## src/rtl/aes_pkg.sv

```systemverilog
// Shared AES constants, FSM encoding and the GF(2^8) xtime helper for the
// MixColumns datapath.
package aes_pkg;

   localparam int unsigned NUM_COLS = 4;
   localparam int unsigned COL_W    = 32;
   localparam int unsigned BYTE_W   = 8;

   typedef enum logic [1:0] {
      IDLE = 2'd0,
      BUSY = 2'd1,
      DONE = 2'd2
   } state_e;

   // Multiply by x in GF(2^8), reduced by 0x11B.
   function automatic logic [BYTE_W-1:0] xtime(input logic [BYTE_W-1:0] b);
      return {b[BYTE_W-2:0], 1'b0} ^ (b[BYTE_W-1] ? 8'h1B : 8'h00);
   endfunction

endpackage

```

## src/rtl/mix_single_column.sv

```systemverilog
// Combinational forward MixColumns of one 32-bit column (s0 in the MSB byte).
module mix_single_column
   import aes_pkg::*;
(
   input  logic [COL_W-1:0] col_i,
   output logic [COL_W-1:0] col_o
);

   logic [BYTE_W-1:0] s0, s1, s2, s3;
   logic [BYTE_W-1:0] x0, x1, x2, x3;

   assign {s0, s1, s2, s3} = col_i;

   assign x0 = xtime(s0);
   assign x1 = xtime(s1);
   assign x2 = xtime(s2);
   assign x3 = xtime(s3);

   // 3*s is formed as xtime(s) ^ s.
   assign col_o = {x0 ^ (x1 ^ s1) ^ s2 ^ s3,
                   s0 ^ x1 ^ (x2 ^ s2) ^ s3,
                   s0 ^ s1 ^ x2 ^ (x3 ^ s3),
                   (x0 ^ s0) ^ s1 ^ s2 ^ x3};

endmodule

```

## src/rtl/mix_column_seq.sv

```systemverilog
// Iterative forward MixColumns: one column per cycle through a shared mixer.
// Define MIXCOL_ARK_EN to fold the AddRoundKey XOR into each column write.
module mix_column_seq #(
   parameter int unsigned NUM_COLS = aes_pkg::NUM_COLS
) (
   input  logic                          clk,
   input  logic                          rst,
   input  logic                          in_valid,
   output logic                          in_ready,
   input  logic [NUM_COLS*32-1:0]        block,
`ifdef MIXCOL_ARK_EN
   input  logic [NUM_COLS*32-1:0]        round_key,
`endif
   output logic                          out_valid,
   input  logic                          out_ready,
   output logic [NUM_COLS*32-1:0]        new_block
);

   import aes_pkg::*;

   localparam int unsigned BLOCK_W = NUM_COLS * COL_W;
   localparam int unsigned CNT_W   = (NUM_COLS > 1) ? $clog2(NUM_COLS) : 1;
   localparam logic [CNT_W-1:0] LAST_COL = CNT_W'(NUM_COLS - 1);

   state_e               state_q, state_d;
   logic [CNT_W-1:0]     cnt_q, cnt_d;
   logic [BLOCK_W-1:0]   work_q, work_d;
   logic                 in_ready_q, in_ready_d;
   logic                 out_valid_q, out_valid_d;
   logic [COL_W-1:0]     col_in, col_mixed, col_new;

`ifdef MIXCOL_ARK_EN
   logic [BLOCK_W-1:0]   key_q, key_d;
   logic [COL_W-1:0]     key_col;
`endif

   // Column mux feeding the single shared mixer.
   always_comb begin
      col_in = '0;
`ifdef MIXCOL_ARK_EN
      key_col = '0;
`endif
      for (int unsigned c = 0; c < NUM_COLS; c++) begin
         if (cnt_q == CNT_W'(c)) begin
            col_in = work_q[BLOCK_W-1-COL_W*c -: COL_W];
`ifdef MIXCOL_ARK_EN
            key_col = key_q[BLOCK_W-1-COL_W*c -: COL_W];
`endif
         end
      end
   end

   mix_single_column u_mix (
      .col_i (col_in),
      .col_o (col_mixed)
   );

`ifdef MIXCOL_ARK_EN
   assign col_new = col_mixed ^ key_col;
`else
   assign col_new = col_mixed;
`endif

   always_comb begin
      state_d     = state_q;
      cnt_d       = cnt_q;
      work_d      = work_q;
      in_ready_d  = in_ready_q;
      out_valid_d = out_valid_q;
`ifdef MIXCOL_ARK_EN
      key_d       = key_q;
`endif
      case (state_q)
         IDLE: begin
            if (in_valid) begin
               work_d     = block;
`ifdef MIXCOL_ARK_EN
               key_d      = round_key;
`endif
               cnt_d      = '0;
               in_ready_d = 1'b0;
               state_d    = BUSY;
            end
         end
         BUSY: begin
            for (int unsigned c = 0; c < NUM_COLS; c++) begin
               if (cnt_q == CNT_W'(c)) begin
                  work_d[BLOCK_W-1-COL_W*c -: COL_W] = col_new;
               end
            end
            cnt_d = cnt_q + CNT_W'(1);
            if (cnt_q == LAST_COL) begin
               cnt_d       = '0;
               out_valid_d = 1'b1;
               state_d     = DONE;
            end
         end
         DONE: begin
            // in_ready only returns after the handshake edge, never alongside it.
            if (out_ready) begin
               out_valid_d = 1'b0;
               in_ready_d  = 1'b1;
               state_d     = IDLE;
            end
         end
         default: begin
            cnt_d       = '0;
            out_valid_d = 1'b0;
            in_ready_d  = 1'b1;
            state_d     = IDLE;
         end
      endcase
   end

   always_ff @(posedge clk) begin
      if (rst) begin
         state_q     <= IDLE;
         cnt_q       <= '0;
         work_q      <= '0;
         in_ready_q  <= 1'b1;
         out_valid_q <= 1'b0;
`ifdef MIXCOL_ARK_EN
         key_q       <= '0;
`endif
      end else begin
         state_q     <= state_d;
         cnt_q       <= cnt_d;
         work_q      <= work_d;
         in_ready_q  <= in_ready_d;
         out_valid_q <= out_valid_d;
`ifdef MIXCOL_ARK_EN
         key_q       <= key_d;
`endif
      end
   end

   assign in_ready  = in_ready_q;
   assign out_valid = out_valid_q;
   assign new_block = work_q;

endmodule

```

## config.mk

```make
export PLATFORM = sky130hd
export DESIGN_NAME = mix_column_seq
export DESIGN_NICKNAME = d
export VERILOG_FILES = /design/src/rtl/aes_pkg.sv /design/src/rtl/mix_single_column.sv /design/src/rtl/mix_column_seq.sv
export SDC_FILE = /design/constraint.sdc
export NUM_CORES = 1
export LEC_CHECK = 0
export ABC_AREA = 1
export CORE_UTILIZATION = 35
export DETAILED_ROUTE_END_ITERATION = 7
export PLACE_DENSITY = 0.63
export REMOVE_ABC_BUFFERS = 1
export SLEW_MARGIN = 20
export SYNTH_ARGS = -nofsm -noshare
export SYNTH_HDL_FRONTEND = slang
export SYNTH_HIERARCHICAL = 1
export SYNTH_SLANG_ARGS = --single-unit
```

## constraint.sdc

```tcl
create_clock -name clk -period 2.81 [get_ports clk]
set_clock_uncertainty 0.2 [all_clocks]
set_input_delay 0.562 -clock clk [delete_from_list [all_inputs] [get_ports clk]]
set_output_delay 0.562 -clock clk [all_outputs]
set_load 0.005 [all_outputs]
```

* Yosys cells after proc, flatten, opt, wreduce, memory -nomap -nowiden
Index checks and enable logic that the tools add are counted.
** Storage, ports and cells
- Input port bits :: 132
- Register bits after elaboration :: 134
- Logic and storage cells :: 81
- Output and inout bits :: 130
** Cells by class
- $add $sub $neg :: 1
- Muxes and demuxes :: 27
- Bitwise operators :: 23
- Reduce and logical (&&, ||, !) cells :: 11
- Equality and inequality tests :: 11
** Operators with widths (number)
- two-way mux 32 bit :: 8
- one-hot mux 128 bit (2 select lines) :: 1
- bitwise XOR 8 bit :: 20
- two-way mux 128 bit :: 1
- AND reduction 3 bit :: 7
- two-way mux 5 bit :: 4
- inequality test 2 bit, second input constant :: 6
- one-hot mux 2 bit (3 select lines) :: 2
- two-way mux 2 bit :: 5
- == test 2 bit, second input constant :: 3
- one-hot mux 1 bit (3 select lines) :: 2
- == test 2 x 1 -> 1 bit, second input constant :: 2
- logical NOT 2 bit :: 2
- two-way mux 1 bit :: 4
- inverter 1 bit :: 3
- adder 2 x 1 -> 2 bit, second input constant :: 1
- AND reduction 2 bit :: 1
- nonzero test 2 bit :: 1

* Depth between registers and ports, before layout
- Word-level depth :: 13
- Mapped depth :: 21
- Gate-level depth less buffers :: 19

* Modules after synthesis
The synthesis kept the hierarchy.
** Modules (own cells, without submodules)
- mix_column_seq :: instances 1, area each 7843.8 um^2, cells each 1380
- mix_single_column :: instances 1, area each 1928.1 um^2, cells each 415

* Worst setup path before layout
No wires, ideal clock.
- Path type :: reg-to-reg
- Start point :: reg cnt_q[0]
- End point :: reg work_q[118] (netlist: new_block[118])
- Data required time :: 2.497 ns
- Period minus slack after synthesis :: 2.582 ns
- Cell stages (with the launch flop) :: 17
- Path slack :: 0.228 ns
- Data arrival time :: 2.269 ns
- Cell sequence :: dfxtp_1 inv_1 ha_1 inv_2 clkbuf_1 o211ai_1 a21oi_1 inv_1 nand2_1 nand2_1 nand2_1 nand2_1 xor2_1 nand2_1 nand2_1 nor2_1 nor2_1
** On the way
- Cells in the longest elaborated chain, start to end :: 11
- Elaborated cells on any way between the ends :: 18
** Ends and longest elaborated chain
- from (decl) :: line mix_column_seq.sv:26 : logic [CNT_W-1:0] cnt_q, cnt_d;
- from (signal assigned) :: line mix_column_seq.sv:127 : cnt_q <= cnt_d;
- logical NOT 2 bit :: line mix_column_seq.sv:44 : if (cnt_q == CNT_W'(c)) begin
- two-way mux 32 bit (3 in series) :: line mix_column_seq.sv:44
- two-way mux 32 bit * :: line mix_column_seq.sv:44
- net col_in[13] :: line mix_column_seq.sv:30 : logic [COL_W-1:0] col_in, col_mixed, col_new;
- bitwise XOR 8 bit * :: line aes_pkg.sv:17 : return {b[BYTE_W-2:0], 1'b0} ^ (b[BYTE_W-1] ? 8'h1B : 8'h00);
- bitwise XOR 8 bit * (3 in series) :: line mix_single_column.sv:21 : s0 ^ x1 ^ (x2 ^ s2) ^ s3,
- net col_mixed[22] :: line mix_column_seq.sv:30
- two-way mux 32 bit * :: line mix_column_seq.sv:87 : if (cnt_q == CNT_W'(c)) begin
- one-hot mux 128 bit (2 select lines) * :: line mix_column_seq.sv:73 : case (state_q)
- to (signal assigned) :: line mix_column_seq.sv:128 : work_q <= work_d;
- to (decl) :: line mix_column_seq.sv:27 : logic [BLOCK_W-1:0] work_q, work_d;
The timed path passes the listed nets; every way through them passes the cells marked *. The select of a mux whose other input is x is not followed.
A chain may end at the register's enable or synchronous reset.

* Worst setup path in the final report
- Start point :: reg cnt_q[1]
- End point :: reg work_q[115] (netlist: new_block[115])
** On the way
- Cells in the longest elaborated chain, start to end :: 12
- Elaborated cells on any way between the ends :: 20
** Ends and longest elaborated chain (line)
- logical NOT 2 bit :: mix_column_seq.sv:44
- two-way mux 32 bit (3 in series) :: mix_column_seq.sv:44
- two-way mux 32 bit * :: mix_column_seq.sv:44
- net col_in[23] :: mix_column_seq.sv:30
- two-way mux 5 bit * :: aes_pkg.sv:17
- bitwise XOR 8 bit * :: aes_pkg.sv:17
- bitwise XOR 8 bit * (3 in series) :: mix_single_column.sv:21
- net col_mixed[19] :: mix_column_seq.sv:30
- two-way mux 32 bit * :: mix_column_seq.sv:87
- one-hot mux 128 bit (2 select lines) * :: mix_column_seq.sv:73
Marked as above.

==> flow_summary.toml <==
[run_status]
outcome = "finished, final reports clean"

[synth]
yosys.area_share.simple = 0.482
ys_seq_area_frac = 0.275
ys_top_cells_by_area = "nand2_1, dfxtp_1, nor2_1"
post-synth-top-area-fraction = 0.337
synth_compound_area_frac = 0.0612
synth_top_family_by_area = "simple AND/OR/NAND/NOR gates"
synthCells = 1795
synthMuxAreaShare = 0
synth_seq_cells = 134
synth.distinct_cells = 28
syn_avg_cell_area_um2 = 5.44
synth_top_area_cell = "nand2_1"
ys_warn_count = 6
netlist_area_mm2 = 0.00977
synth-adder-area-share = 0.00512
synth_xor_xnor_area_share = 0.0437

[floorplanning]
dieArea_mm2 = 0.0286
die_height_um = 169
start_util = 0.360
coreArea_mm2 = 0.0272
rows = 60
die_w_um = 169
ioPinCount = 262

[clock_network]
clock_latency_ns = 0.43
cts_root_buf = "clkbuf_16"
clk_pin_slew_ns = 0.07
cts_tree = "done"
cts_buffers = 17
htree_num_levels = 4
ctsHoldBuffers = 0
cts_buffer_depth = 2
clock_sinks = 134

[power]
ir_drop_uv = 365
powerDensity_mw_per_mm2 = 733
p_leak_uw = 0.00727

[worst_setup_path]
critical_path_arrival_ns = 2.81
cp.required_ns = 2.97
cpMaxStageDelayCell = "dfxtp_1"
critical_path_buf_inv_count = 6
crit_fanout = 12
worstSetupPathType = "flip-flop to flip-flop"
end_kind = "flip-flop"
start_kind = "flip-flop"
path_cells = "buf_4 > ha_4 > inv_2 > buf_12 > o211ai_1 > a21oi_2 > buf_12 > clkinvlp_4 > nand2_1 > nand2_1 > nand2_1 > nand2_1 > inv_1 > nand2_1 > nand2_1 > nand2_1 > nand2_1 > nor2_1 > nor2_1"
cp_top_family = "simple AND/OR/NAND/NOR gates"
crit_top_cell = "nand2_1"
max_stage_delay_ns = 0.32

[global_route]
grt_pass1_wl_mm = 51.7
overflow = 0
grt_pass1_vias = 10000
grt_max_degree = 132
grt_util_all_layers = 0.228
antenna_found_initial = 0

[cells_and_area]
fin_area_mm2 = 0.0139
antenna_cells = 0
fin_nets = 2176
drive_gt1_frac = 0.0794
final_core_util = 0.510
syn_to_final_growth_pct = 41.9
fin_cells = 2424

[sta]
relSlewSlack = 0.466
setup_ws_ns = 0.161
finalHoldViolations = 0
worstMarginPinSlew_ns = 0.800
fin_crit_sh = 0.943
period_needed_ns = 2.65
fmax_mhz = 378
drv_slew = 0
finalSetupTns_ns = 0
setup_violations = 0

[route]
drc = 0
wirelength_mm = 34.1
num_vias = 11200
post_drt_wl_per_cell_um = 14.0
firstDrtPassIters = 5
ant_nets = 0
vias_per_cell = 4.60
drt_iter0_drc = 669

[place]
finalWeightedCongestion = 0.878
portBuffers = 261
dpl_worst_slack_ns = -0.0903
dpl_cell_area_mm2 = 0.0128
place_hpwl_mm = 24.1
dp.cells = 2378

[min_path]
min_path_type = "flip-flop to flip-flop"

[flow_run]
cap_violations = 0
## metrics by stage
step / hold WS [ns] / total power, uW
floorplan: 0.252 / 5360
global placement: 0.265 / 7210
detailed placement: 0.279 / 7270
CTS: 0.290 / 9940
global route: 0.300 / 10900
finish: 0.291 / 10200
## worst min-delay path: stages (launching register included)
cell	delay (ns)
dfxtp_1	0.32
nand2_1	0.06
a21oi_1	0.06
## placed cells by master, fill, tap and decap left out, drive strengths merged
| cell type | synthesis | layout |
|---|---|---|
| dfxtp | 134 | 134 |
| clkbuf | 15 | 23 |
| o21ai | 31 | 31 |
| xor2 | 29 | 29 |
| buf | 81 | 58 |
| o211ai | 17 | 17 |
| nand3b | 3 | 3 |
| clkinvlp | 0 | 4 |
| nand2 | 884 | 884 |
| a211oi | 1 | 1 |
| ha | 4 | 4 |
| bufinv | 0 | 6 |
| xnor2 | 18 | 18 |
| clkinv | 0 | 2 |
| nand4 | 1 | 1 |
| clkdlybuf4s50 | 0 | 261 |
| inv | 184 | 183 |
| a21oi | 60 | 60 |
| nor2 | 281 | 281 |
| nand3 | 52 | 52 |
## cells by family (layout without fill, tap and decap cells)
| kind of cell | Yosys count | count (layout) |
|---|---|---|
| compound gates | 109 | 109 |
| xor+xnor | 47 | 47 |
| fa+ha+maj | 4 | 4 |
| buf+inv | 280 | 537 |
| flops | 134 | 134 |
| simple gates | 1221 | 1221 |
## final cells by class
class	count	area [um^2]
Sequential cell	134	2690
Timing Repair Buffer	322	3320
Tap cell	372	465
Clock inverter	11	221
Clock buffer	20	457
Fill cell	2827	13300
Inverter	184	713
Multi-Input combinational cell	1381	6000
## power breakdown
group	internal [uW]	leakage [uW]	total, uW	switching [uW]
combinational	2160	0.00583	4970	2810
clock	1710	0.000323	2630	918
sequential	2240	0.00111	2560	324
total	6110	0.00727	10200	4050
## timing repair
item / 4_1_cts / 5_1_grt
setup endpoints to repair: 9 / 120
buffers inserted: 0 / 12
gates resized for setup: 3 / 66
cloned: 0 / 3
pin swaps: 0 / 11
## state kept, by name, indices dropped and copies added (netlist names)
| signal | flops |
|---|---|
| new_block | 128 |
| in_ready | 1 |
| out_valid | 1 |
| cnt_q | 2 |
| state_q | 2 |
## routing by layer
layer	part of all wire	vias up	global-route usage
li1	-	5828	-
met1	0.47	4983	0.300
met2	0.46	313	0.381
met3	0.054	38	0.0339
met4	0.017	0	0.0736
met5	0	-	0
## path summary, 6_finish.rpt
path	start	endpoint	slack [ns]	cells after the start
worst max-delay path	cnt_q[1]	new_block[115]	0.16	19
worst min-delay path	out_valid	out_valid	0.29	2
worst max register to register	cnt_q[1]	new_block[115]	0.16	19
worst min register to register	out_valid	out_valid	0.29	2
## cell usage after synthesis
library cell / count
nand2_2: 2
inv_2: 8
buf_1: 12
dfxtp_1: 134
buf_6: 14
nand4_1: 1
nand2_1: 877
nor2_4: 1
xnor2_1: 18
inv_1: 176
xor2_2: 2
a211oi_1: 1
buf_2: 26
a21oi_2: 2
clkbuf_2: 2
nor2_2: 1
o21ai_0: 30
a21oi_1: 58
nand2_4: 5
nand3b_1: 3
buf_4: 29
clkbuf_1: 13
o211ai_1: 17
nand3_1: 52
ha_1: 4
xor2_1: 27
nor2_1: 279
o21ai_1: 1
No activity file was read; power rests on OpenSTA's default activity.
